===== config.mk =====
export PLATFORM = sky130hd
export DESIGN_NAME = avalon_block_master_flat
export DESIGN_NICKNAME = d
export VERILOG_FILES = /design/src/rtl/avalon_block_master_if.sv /design/src/rtl/avalon_block_master.sv /design/src/flat_wrapper.sv
export SDC_FILE = /design/constraint.sdc
export NUM_CORES = 1
export LEC_CHECK = 0
export CORE_AREA = 2 2 194 196
export DETAILED_ROUTE_END_ITERATION = 16
export DIE_AREA = 0 0 196 198
export HOLD_SLACK_MARGIN = 0.08
export PLACE_DENSITY_LB_ADDON = 0.25
export SYNTH_ARGS = -nofsm -noshare
export SYNTH_HDL_FRONTEND = slang
export SYNTH_SLANG_ARGS = --single-unit

===== constraint.sdc =====
create_clock -name clk -period 5.7 [get_ports clk]
set_input_delay 1.425 -clock clk [delete_from_list [all_inputs] [get_ports clk]]
set_output_delay 1.425 -clock clk [all_outputs]
set_load 0.005 [all_outputs]

===== src/rtl/avalon_block_master_if.sv =====
// Avalon-MM master bus plus the two 64-bit block streams of avalon_block_master.
// The master modport is the block master's view; the slave modport is memory/cipher side.
interface avalon_block_master_if #(
   parameter int unsigned MASTER_ADDRESSWIDTH = 26
);
   logic [63:0]                    blk_out_data;
   logic                           blk_out_valid;
   logic                           blk_out_ready;
   logic [63:0]                    blk_in_data;
   logic                           blk_in_valid;
   logic                           blk_in_ready;
   logic [MASTER_ADDRESSWIDTH-1:0] master_address;
   logic [31:0]                    master_writedata;
   logic                           master_write;
   logic                           master_read;
   logic [31:0]                    master_readdata;
   logic                           master_readdatavalid;
   logic                           master_waitrequest;

   modport master (
      output blk_out_data, blk_out_valid,
      input  blk_out_ready,
      input  blk_in_data, blk_in_valid,
      output blk_in_ready,
      output master_address, master_writedata, master_write, master_read,
      input  master_readdata, master_readdatavalid, master_waitrequest
   );

   modport slave (
      input  blk_out_data, blk_out_valid,
      output blk_out_ready,
      output blk_in_data, blk_in_valid,
      input  blk_in_ready,
      input  master_address, master_writedata, master_write, master_read,
      output master_readdata, master_readdatavalid, master_waitrequest
   );
endinterface


===== src/rtl/avalon_block_master.sv =====
// Avalon-MM block master: reads num_blocks 64-bit blocks to blk_out, then writes blk_in blocks back.
// Define BLOCK_MASTER_SWAP_EN to map the lower-address word to bits [63:32] in both phases.
module avalon_block_master #(
   parameter int unsigned MASTER_ADDRESSWIDTH = 26,
   parameter int unsigned DATAWIDTH           = 32,
   parameter int unsigned LENWIDTH            = 14,
   parameter int unsigned MAX_OUTSTANDING     = 4
) (
   input  logic                           clk,
   input  logic                           reset_n,
   input  logic                           start,
   input  logic [MASTER_ADDRESSWIDTH-1:0] src_addr,
   input  logic [MASTER_ADDRESSWIDTH-1:0] dst_addr,
   input  logic [LENWIDTH-1:0]            num_blocks,
   output logic                           busy,
   output logic                           done,
   avalon_block_master_if.master          bus
);
   localparam int unsigned AW        = MASTER_ADDRESSWIDTH;
   localparam int unsigned DW        = DATAWIDTH;
   localparam int unsigned FifoDepth = 2 * MAX_OUTSTANDING;
   localparam int unsigned PtrW      = $clog2(FifoDepth);
   localparam int unsigned CntW      = PtrW + 1;
   localparam int unsigned OutW      = $clog2(MAX_OUTSTANDING) + 1;
   localparam logic [LENWIDTH:0] One = 1;

   typedef enum logic [2:0] {StIdle, StRd, StRdDrain, StWrLo, StWrHi, StFin} state_e;

   state_e              state_q, state_d;
   logic [AW-1:0]       rd_addr_q, rd_addr_d, wr_addr_q, wr_addr_d;
   logic [LENWIDTH-1:0] num_q, num_d;
   logic [LENWIDTH:0]   issued_q, issued_d, blk_cnt_q, blk_cnt_d, wr_cnt_q, wr_cnt_d;
   logic [OutW-1:0]     outst_q, outst_d;
   logic [2*DW-1:0]     hold_q, hold_d;
   logic                held_q, held_d;

   logic [DW-1:0]       fifo_q [FifoDepth];
   logic [PtrW-1:0]     wptr_q, rptr_q;
   logic [CntW-1:0]     fcnt_q;

   logic [DW-1:0]       head0, head1, wr_first, wr_second;
   logic [2*DW-1:0]     pair;
   logic [LENWIDTH:0]   total_words;
   logic                issue_ok, rd_accept, rdv_ok, push, pop;
   logic                master_read, master_write, blk_out_valid, blk_in_ready;
   logic [DW-1:0]       master_writedata;

   assign total_words = {num_q, 1'b0};
   assign head0       = fifo_q[rptr_q];
   assign head1       = fifo_q[rptr_q + PtrW'(1)];

`ifdef BLOCK_MASTER_SWAP_EN
   assign pair      = {head0, head1};
   assign wr_first  = hold_q[2*DW-1:DW];
   assign wr_second = hold_q[DW-1:0];
`else
   assign pair      = {head1, head0};
   assign wr_first  = hold_q[DW-1:0];
   assign wr_second = hold_q[2*DW-1:DW];
`endif

   // Words return in issue order and are issued in pairs, so the FIFO head is always block-aligned.
   assign issue_ok = (state_q == StRd) && (issued_q != total_words) &&
                     (outst_q < OutW'(MAX_OUTSTANDING)) &&
                     ((CntW'(outst_q) + fcnt_q) < CntW'(FifoDepth));
   assign master_read   = issue_ok;
   assign rd_accept     = master_read && !bus.master_waitrequest;
   assign rdv_ok        = bus.master_readdatavalid && (outst_q != '0);
   assign push          = rdv_ok;
   assign blk_out_valid = ((state_q == StRd) || (state_q == StRdDrain)) &&
                          (fcnt_q >= CntW'(2)) && (blk_cnt_q != {1'b0, num_q});
   assign pop           = blk_out_valid && bus.blk_out_ready;

   assign busy = (state_q != StIdle) && (state_q != StFin);
   assign done = (state_q == StFin);

   assign bus.blk_out_valid    = blk_out_valid;
   assign bus.blk_out_data     = blk_out_valid ? pair : '0;
   assign bus.blk_in_ready     = blk_in_ready;
   assign bus.master_read      = master_read;
   assign bus.master_write     = master_write;
   assign bus.master_writedata = master_writedata;
   assign bus.master_address   = master_read  ? rd_addr_q :
                                 master_write ? wr_addr_q : '0;

   always_comb begin
      state_d          = state_q;
      rd_addr_d        = rd_addr_q;
      wr_addr_d        = wr_addr_q;
      num_d            = num_q;
      issued_d         = issued_q;
      blk_cnt_d        = blk_cnt_q;
      wr_cnt_d         = wr_cnt_q;
      outst_d          = outst_q + OutW'(rd_accept) - OutW'(rdv_ok);
      hold_d           = hold_q;
      held_d           = held_q;
      blk_in_ready     = 1'b0;
      master_write     = 1'b0;
      master_writedata = '0;

      if (pop) blk_cnt_d = blk_cnt_q + One;

      case (state_q)
         StIdle: begin
            if (start) begin
               rd_addr_d = src_addr;
               wr_addr_d = dst_addr;
               num_d     = num_blocks;
               issued_d  = '0;
               blk_cnt_d = '0;
               wr_cnt_d  = '0;
               held_d    = 1'b0;
               state_d   = (num_blocks == '0) ? StFin : StRd;
            end
         end
         StRd: begin
            if (rd_accept) begin
               rd_addr_d = rd_addr_q + AW'(4);
               issued_d  = issued_q + One;
            end
            if (issued_q == total_words) state_d = StRdDrain;
         end
         StRdDrain: begin
            if (blk_cnt_q == {1'b0, num_q}) state_d = StWrLo;
         end
         StWrLo: begin
            if (!held_q) begin
               blk_in_ready = 1'b1;
               if (bus.blk_in_valid) begin
                  hold_d = bus.blk_in_data;
                  held_d = 1'b1;
               end
            end else begin
               master_write     = 1'b1;
               master_writedata = wr_first;
               if (!bus.master_waitrequest) begin
                  wr_addr_d = wr_addr_q + AW'(4);
                  state_d   = StWrHi;
               end
            end
         end
         StWrHi: begin
            master_write     = 1'b1;
            master_writedata = wr_second;
            if (!bus.master_waitrequest) begin
               wr_addr_d = wr_addr_q + AW'(4);
               wr_cnt_d  = wr_cnt_q + One;
               held_d    = 1'b0;
               state_d   = ((wr_cnt_q + One) == {1'b0, num_q}) ? StFin : StWrLo;
            end
         end
         StFin:   state_d = StIdle;
         default: state_d = StIdle;
      endcase
   end

   always_ff @(posedge clk) begin
      if (!reset_n) begin
         state_q   <= StIdle;
         rd_addr_q <= '0;
         wr_addr_q <= '0;
         num_q     <= '0;
         issued_q  <= '0;
         blk_cnt_q <= '0;
         wr_cnt_q  <= '0;
         outst_q   <= '0;
         hold_q    <= '0;
         held_q    <= 1'b0;
      end else begin
         state_q   <= state_d;
         rd_addr_q <= rd_addr_d;
         wr_addr_q <= wr_addr_d;
         num_q     <= num_d;
         issued_q  <= issued_d;
         blk_cnt_q <= blk_cnt_d;
         wr_cnt_q  <= wr_cnt_d;
         outst_q   <= outst_d;
         hold_q    <= hold_d;
         held_q    <= held_d;
      end
   end

   // Storage words are not reset; blk_out_data is gated by valid instead.
   always_ff @(posedge clk) begin
      if (push) fifo_q[wptr_q] <= bus.master_readdata;
   end

   always_ff @(posedge clk) begin
      if (!reset_n) begin
         wptr_q <= '0;
         rptr_q <= '0;
         fcnt_q <= '0;
      end else begin
         if (push) wptr_q <= wptr_q + PtrW'(1);
         if (pop)  rptr_q <= rptr_q + PtrW'(2);
         fcnt_q <= fcnt_q + CntW'(push) - CntW'(pop ? 2 : 0);
      end
   end
endmodule


===== src/flat_wrapper.sv =====
// flat-port wrapper written by rule: the top's interface ports become plain ports
module avalon_block_master_flat 
#(
   parameter int unsigned MASTER_ADDRESSWIDTH = 26,
   parameter int unsigned DATAWIDTH           = 32,
   parameter int unsigned LENWIDTH            = 14,
   parameter int unsigned MAX_OUTSTANDING     = 4
)
  (clk, reset_n, start, src_addr, dst_addr, num_blocks, busy, done, bus_blk_out_data, bus_blk_out_valid, bus_blk_out_ready, bus_blk_in_data, bus_blk_in_valid, bus_blk_in_ready, bus_master_address, bus_master_writedata, bus_master_write, bus_master_read, bus_master_readdata, bus_master_readdatavalid, bus_master_waitrequest);
  avalon_block_master_if #(.MASTER_ADDRESSWIDTH(MASTER_ADDRESSWIDTH)) bus_i ();
  input  logic clk;
  input  logic reset_n;
  input  logic start;
  input  logic [MASTER_ADDRESSWIDTH-1:0] src_addr;
  input  logic [MASTER_ADDRESSWIDTH-1:0] dst_addr;
  input  logic [LENWIDTH-1:0] num_blocks;
  output logic busy;
  output logic done;
  output wire logic [$bits(bus_i.blk_out_data)-1:0] bus_blk_out_data;
  output wire logic [$bits(bus_i.blk_out_valid)-1:0] bus_blk_out_valid;
  input wire logic [$bits(bus_i.blk_out_ready)-1:0] bus_blk_out_ready;
  input wire logic [$bits(bus_i.blk_in_data)-1:0] bus_blk_in_data;
  input wire logic [$bits(bus_i.blk_in_valid)-1:0] bus_blk_in_valid;
  output wire logic [$bits(bus_i.blk_in_ready)-1:0] bus_blk_in_ready;
  output wire logic [$bits(bus_i.master_address)-1:0] bus_master_address;
  output wire logic [$bits(bus_i.master_writedata)-1:0] bus_master_writedata;
  output wire logic [$bits(bus_i.master_write)-1:0] bus_master_write;
  output wire logic [$bits(bus_i.master_read)-1:0] bus_master_read;
  input wire logic [$bits(bus_i.master_readdata)-1:0] bus_master_readdata;
  input wire logic [$bits(bus_i.master_readdatavalid)-1:0] bus_master_readdatavalid;
  input wire logic [$bits(bus_i.master_waitrequest)-1:0] bus_master_waitrequest;
  assign bus_blk_out_data = bus_i.blk_out_data;
  assign bus_blk_out_valid = bus_i.blk_out_valid;
  assign bus_i.blk_out_ready = bus_blk_out_ready;
  assign bus_i.blk_in_data = bus_blk_in_data;
  assign bus_i.blk_in_valid = bus_blk_in_valid;
  assign bus_blk_in_ready = bus_i.blk_in_ready;
  assign bus_master_address = bus_i.master_address;
  assign bus_master_writedata = bus_i.master_writedata;
  assign bus_master_write = bus_i.master_write;
  assign bus_master_read = bus_i.master_read;
  assign bus_i.master_readdata = bus_master_readdata;
  assign bus_i.master_readdatavalid = bus_master_readdatavalid;
  assign bus_i.master_waitrequest = bus_master_waitrequest;
  avalon_block_master #(.MASTER_ADDRESSWIDTH(MASTER_ADDRESSWIDTH), .DATAWIDTH(DATAWIDTH), .LENWIDTH(LENWIDTH), .MAX_OUTSTANDING(MAX_OUTSTANDING)) u_core (.clk(clk), .reset_n(reset_n), .start(start), .src_addr(src_addr), .dst_addr(dst_addr), .num_blocks(num_blocks), .busy(busy), .done(done), .bus(bus_i));
endmodule

==> results.md, run 1 <==
* Root buf cell: clkbuf_16
* Worst-skew pair later-pin latency at 0.59 ns
* Fillcell total at 2,714
* WL/cell at 21.82 um
* Total negative setup slack at 0 ns
* Core ar. at 36,960 sq um
* Max incr delay on CP at 0.89 ns
* Vias per cell at 6.077
* Total CTS buffers at 46
* Placed Cells at 2,420
* Synth cell types at 77
* Multi-input combinational cell area at 8019 sq um
* Top cell family by delay on the critical path: compound AO/OA/AOI/OAI gates
* HPWL after DPL at 34,530 um
* P&R area growth vs syn at 24.17%
* CTS tree: built
* Cell count after synthesis at 1,751
* Post-Syn Nets at 1,936
* Final setup viols at 0
* FF+latch count, synth at 449
* Finished Layout Cells at 2,511
* Sequential cell area at 11,550 sq um
* Crit path from: u_core.state_q[0]
* CP Launch Type: flop
* Unrepaired setup endpoints after global routing: false
* Critical path, cell by cell: nor2_1 > a2111oi_4 > o21a_2 > and2_1 > clkdlybuf4s50_1
* Startpoint of the lowest-slack hold path: u_core.hold_q[34]
* CTS sink cnt at 449
* Die height at 198 um
* R2R Setup Slk at 2.38 ns
* Router iterations before antenna repair at 5
* Crit-path slowest cell: o21a_2
* Post-synth ARST share at 0
* DIE AREA at 38,810 sq um
* Yosys top cell by area: edfxtp_1
* Worst IR drop on VDD at 0.3914 mV
* Placer congestion estimate at 0.8935
* P per Cell Area at 353.2 nW/um^2
* Synth area leaders: edfxtp_1 (38%), dfxtp_1 (19%), mux4_2 (7.2%), nand2_1 (4.8%), a21oi_1 (4.2%)
* CTS clk-pin slew, worst paths at 0.06 ns
* Worst slew pin tran at 1.253 ns
* Post-synth top area share at 0.3835
* Min-Delay Path Depth at 2
* Fin crit share at 0.8994
* Antenna viol nets, final at 0
* Routed wire length at 54,800 um
* # rows at 71
* Total congestion overflow at 0
* Top Ports at 297
* Initial Utilization at 0.5424
* Hold Path Sink: u_core.hold_q[34]
* Pin count of the biggest net entering global routing at 110
* H-tree Lvls at 2
* Crit Path Class: flop to primary output
* Hold Vio Cnt, Final at 0
* WP data required at 4.28 ns
* Crit path DAT at 3.70 ns
* DR DRC count at 0
* Initial antenna violation count at 3
* Register-to-Register Path Depth at 12
* Setup Buffers After CTS at 0
* Global-route wire length before repair at 84,240 um
* Hold Path Class: flop to flop
* Final Max Tran Viols at 0
* GRT Resource Usage Total at 0.2789
* RR Startpoint: u_core.state_q[2]
* Fmax achieved at 0.1951 GHz
* Status: finished, final reports clean
* Synthesized cell area at 20,050 sq um
* Critical R2R Capture: u_core.outst_q[2]
* Die Width at 196 um
* Synth Area per Inst at 11.45 sq um
* PortBufs at 296
* Ys Warns at 0
* Post-synth EDFFs at 256
* Synth cell count leaders: edfxtp_1 (256), nand2_1 (256), dfxtp_1 (193)
* Initial DRC Count at 1,318
* Crit path buf inv count at 1
* Critical path fanouts, max at 66
* Leak Pwr at 0.008380 uW
* Post_cts resized at 0
* Hold buffers post-CTS at 0
* Share of layout cells above drive strength 1 at 0.09946
* Seq/Total Area, Yosys at 0.5762
* Max-cap violations at 0
* Slew margin rel. at 0.1628
* Number of global-route vias before repair at 14.70k
* CP Capture Type: primary output
* DR vias at 15.26k
* NumNets Final at 2,179
* Post-layout min period at 5.127 ns
* Clk_skew at 0.02517 ns
* Main flop type after synthesis: edfxtp_1
* CTS Buffer Depth at 3
-- cell families after synthesis --
group	after synthesis	synth area share
compound gates	398	0.1322
xor+xnor	62	0.02709
fa+ha+maj	16	0.01036
buf+inv	140	0.02765
flops	449	0.5762
mux	77	0.07840
simple gates	609	0.1481
-- routing by layer --
metal	routed length, um	global-route usage	up-vias
met5	0	0	-
met4	1744	0.1002	0
met3	4381	0.05229	105
met2	26630	0.4674	650
met1	22040	0.3651	7493
li1	-	-	7012
-- final cells by class --
class,instances,share of cell area
multi-input cells,1162,0.3222
inverters,20,0.003117
diodes,6,0.0006032
repair buffers,315,0.1253
flip-flops and latches,449,0.4642
clock buffers,59,0.04986
clock inverters,26,0.01101
well taps,474,0.02383
-- cell usage in the layout (no fill, tap or decap), types with 7 or more instances in the layout --
master,Yosys,layout
a211oi_1,7,7
a21oi_1,168,168
a22o_1,60,60
a22oi_1,14,14
a31oi_1,8,8
and2_1,81,80
and3_1,15,15
buf_4,0,18
clkbuf_1,86,10
clkbuf_16,0,47
clkdlybuf4s50_1,0,296
clkinv_1,0,8
clkinv_2,0,9
dfxtp_1,193,191
edfxtp_1,256,256
ha_1,15,15
inv_1,19,18
mux2i_1,13,13
mux4_2,64,64
nand2_1,256,255
nand3_1,28,28
nand4_1,24,24
nor2_1,102,95
nor2_4,1,7
nor3_1,22,20
nor4_1,17,17
o21a_1,8,7
o21ai_0,45,45
o221a_2,13,13
o22ai_1,7,7
o31ai_1,15,15
o32ai_1,8,8
or3_1,18,18
xnor2_1,20,20
xor2_1,42,42
-- power breakdown --
group	internal [uW]	switching, uW
sequential	3690	292
clock	1730	1280
combinational	843	956
-- flip-flops by register name (all words and copies together) (netlist names), named ones only --
signal,flops
u_core.fifo_q,256
u_core.hold_q,64
u_core.rd_addr_q,26
u_core.wr_addr_q,26
u_core.blk_cnt_q,15
u_core.issued_q,15
u_core.wr_cnt_q,15
u_core.num_q,14
u_core.fcnt_q,4
u_core.outst_q,3
u_core.state_q,3
u_core.wptr_q,3
u_core.rptr_q,2
u_core.held_q,1
-- tightest hold or removal path: cells and delay by family, from the launching register on --
family | cells | cell delay, ns
AO/OA/AOI/OAI | 1 | 0.05
AND/OR/NAND/NOR | 1 | 0.05
flip-flops | 1 | 0.31
-- worst max path at each step --
stage	endpoint	slack [ns]	cells past startpoint
after floorplan	u_core.fifo_q[0][0]	1.21	3
after global placement	bus_blk_out_data[19]	1.43	5
after detailed placement	bus_blk_out_data[38]	1.22	5
after CTS	bus_blk_out_data[56]	0.55	5
after global routing	bus_blk_out_data[3]	0.33	5
final	bus_blk_out_data[56]	0.57	5
-- metrics by stage --
step                      worst slack, ns  cell area (sq um)  total power [uW]  hold WS, ns    util
after floorplan                     1.207              20050              5070       0.4360       -
after global placement              1.435              23360              5751       0.4423  0.6321
after detailed placement            1.216              23360              5809       0.4467  0.6321
after CTS                          0.5458              24880              8831       0.4551  0.6731
after global routing               0.3264              24880              9137       0.4672  0.6733
final                              0.5733              24890              8792       0.4542  0.6736
(Power assumes the default switching activity.)
==> run 2: changes to the inputs <==
- clock period: 5.7 -> 5 ns (I/O delays scaled with it)
==> run 2 against run 1 <==
The run now ends with antenna rules left. Utilization is 0.37 points higher. Die area is the same. Flip-flop and latch count is the same. First-iteration DRC count grew 17%. Global-route usage rose by 0.72 points. Register-to-register slack worse by 0.39 ns. Cell count rose by 0.60%. Total power increased by 15%. Count of clock-buffer cells in the layout increased by 9. Via count increased by 1.1%. Critical endpoint is now bus_blk_out_data[36].
==> results.md, run 2 (synthesis results as in run 1) <==
* Final Max Tran Viols at 0
* Crit Path Class: flop to primary output
* Share of layout cells above drive strength 1 at 0.1023
* Hold Path Class: flop to flop
* Router iterations before antenna repair at 6
* Total negative setup slack at 0 ns
* # rows at 71
* Slew margin rel. at 0.1458
* Overall power at 10,120 uW
* Finished Layout Cells at 2,526
* Worst slew pin tran at 1.281 ns
* Setup Buffers After CTS at 0
* Crit path DAT at 3.40 ns
* Critical path fanouts, max at 35
* GRT Resource Usage Total at 0.2861
* Post_cts resized at 0
* Met2 GRT Util at 0.4604
* Antenna viol nets, final at 1
* Placer congestion estimate at 0.9028
* CTS sink cnt at 449
* Sequential cell area at 11,550 sq um
* Unrepaired setup endpoints after global routing: false
* Placed Cells at 2,429
* Worst-skew pair later-pin latency at 0.60 ns
* Most common cell after layout, fill and taps aside: clkdlybuf4s50_1
* Register-to-Register Path Depth at 7
* H-tree Lvls at 2
* Met1 usage at 0.3852
* Hold buffers post-CTS at 0
* CP Capture Type: primary output
* Pin count of the biggest net entering global routing at 100
* Total congestion overflow at 0
* Number of global-route vias before repair at 14.62k
* DIE AREA at 38,810 sq um
* Largest regs: u_core.fifo_q x256, u_core.hold_q x64
* Max-cap violations at 0
* Post-layout min period at 4.652 ns
* Most frequent cells in the layout: clkdlybuf4s50_1 (296), edfxtp_1 (256), nand2_1 (255)
* CP Launch Type: flop
* WP data required at 3.75 ns
* Clk_skew at 0.02239 ns
* Vias per cell at 6.107
* Initial DRC Count at 1,547
* Global-route wire length before repair at 85,570 um
* M3 GR Usage at 0.04871
* WL/cell at 22.21 um
* PortBufs at 296
* Die height at 198 um
* CTS tree: built
* Root buf cell: clkbuf_16
* Multi-input combinational cell area at 8025 sq um
* Fin crit share at 0.9303
* Most Crowded Layer GR: met2
* Max reg flops at 256
* P&R area growth vs syn at 24.85%
* Fmax achieved at 0.2150 GHz
* Initial antenna violation count at 3
* Core ar. at 36,960 sq um
* Total CTS buffers at 47
* Top reg by flops: u_core.fifo_q
* CTS Buffer Depth at 3
* Initial Utilization at 0.5424
* DR vias at 15.43k
* NumNets Final at 2,189
* Min-Delay Path Depth at 2
* Leak Pwr at 0.008446 uW
* P per Cell Area at 404.4 nW/um^2
* DR DRC count at 0
* Die Width at 196 um
* HPWL after DPL at 34,840 um
* Routed wire length at 56,100 um
* Worst IR drop on VDD at 0.3551 mV
* Violated checks: antenna rules
* Status: finished with violations
* Hold Vio Cnt, Final at 0
* CTS clk-pin slew, worst paths at 0.06 ns
* Fillcell total at 2,679
* Top Ports at 297
* Final setup viols at 0
-- run 2: changes by cell type in the layout (fill, tap and decap cells not counted), moves of 2 or more --
| cell | previous run | this run |
|---|---|---|
| buf_4 | 18 | 25 |
| clkinvlp_2 | 2 | 0 |
| clkbuf_1 | 10 | 18 |
| diode_2 | 6 | 9 |
| clkinv_1 | 8 | 5 |
| clkinv_2 | 9 | 7 |
| buf_12 | 1 | 3 |
-- run 2: layer usage --
layer / routed length [um] / part of all wire / up-vias
met2: 27120 / 0.48 / 756
met5: 13 / 0.00023 / -
met4: 2215 / 0.039 / 2
li1: - / - / 7042
met1: 22340 / 0.40 / 7497
met3: 4418 / 0.079 / 130
-- run 2: cell type report --
class / count / area share
flip-flops and latches: 449 / 0.4617
multi-input cells: 1162 / 0.3207
repair buffers: 324 / 0.1283
clock buffers: 68 / 0.05179
well taps: 474 / 0.02370
clock inverters: 20 / 0.009899
inverters: 20 / 0.003100
diodes: 9 / 0.0008999
-- run 2: final timing paths --
| path | from | to | slack [ns] |
|---|---|---|---|
| hold reg to reg | u_core.hold_q[30] | u_core.hold_q[30] | 0.46 |
| setup / recovery | u_core.state_q[0] | bus_blk_out_data[36] | 0.35 |
| hold / removal | u_core.hold_q[30] | u_core.hold_q[30] | 0.46 |
| setup reg to reg | u_core.state_q[2] | u_core.wr_cnt_q[11] | 1.99 |
-- run 2: power by group --
| group | leakage (uW) | switching, uW | internal, uW |
|---|---|---|---|
| logic | 0.00382 | 1110 | 979 |
| clock network | 0.000747 | 1480 | 2030 |
| registers | 0.00388 | 327 | 4200 |
| total | 0.00845 | 2910 | 7210 |
-- run 2: per-stage QoR --
stage	utilization	area, sq um	setup WS, ns	hold slack [ns]
finish	0.6772	25030	0.3484	0.4556
global route	0.6767	25010	0.08357	0.4736
CTS	0.6764	25000	0.1527	0.4546
detailed placement	0.6346	23450	0.7698	0.4466
global placement	0.6346	23450	0.9641	0.4421
floorplan	-	20050	0.6816	0.4360
-- run 2: worst max-delay path, cell delays in order, from the launching register on --
cell and delay [ns]:
dfxtp_1 0.69, nor2_1 0.21, a2111oi_4 0.48, o21a_4 0.39, buf_4 0.32, and2_1 0.18, clkdlybuf4s50_1 0.52
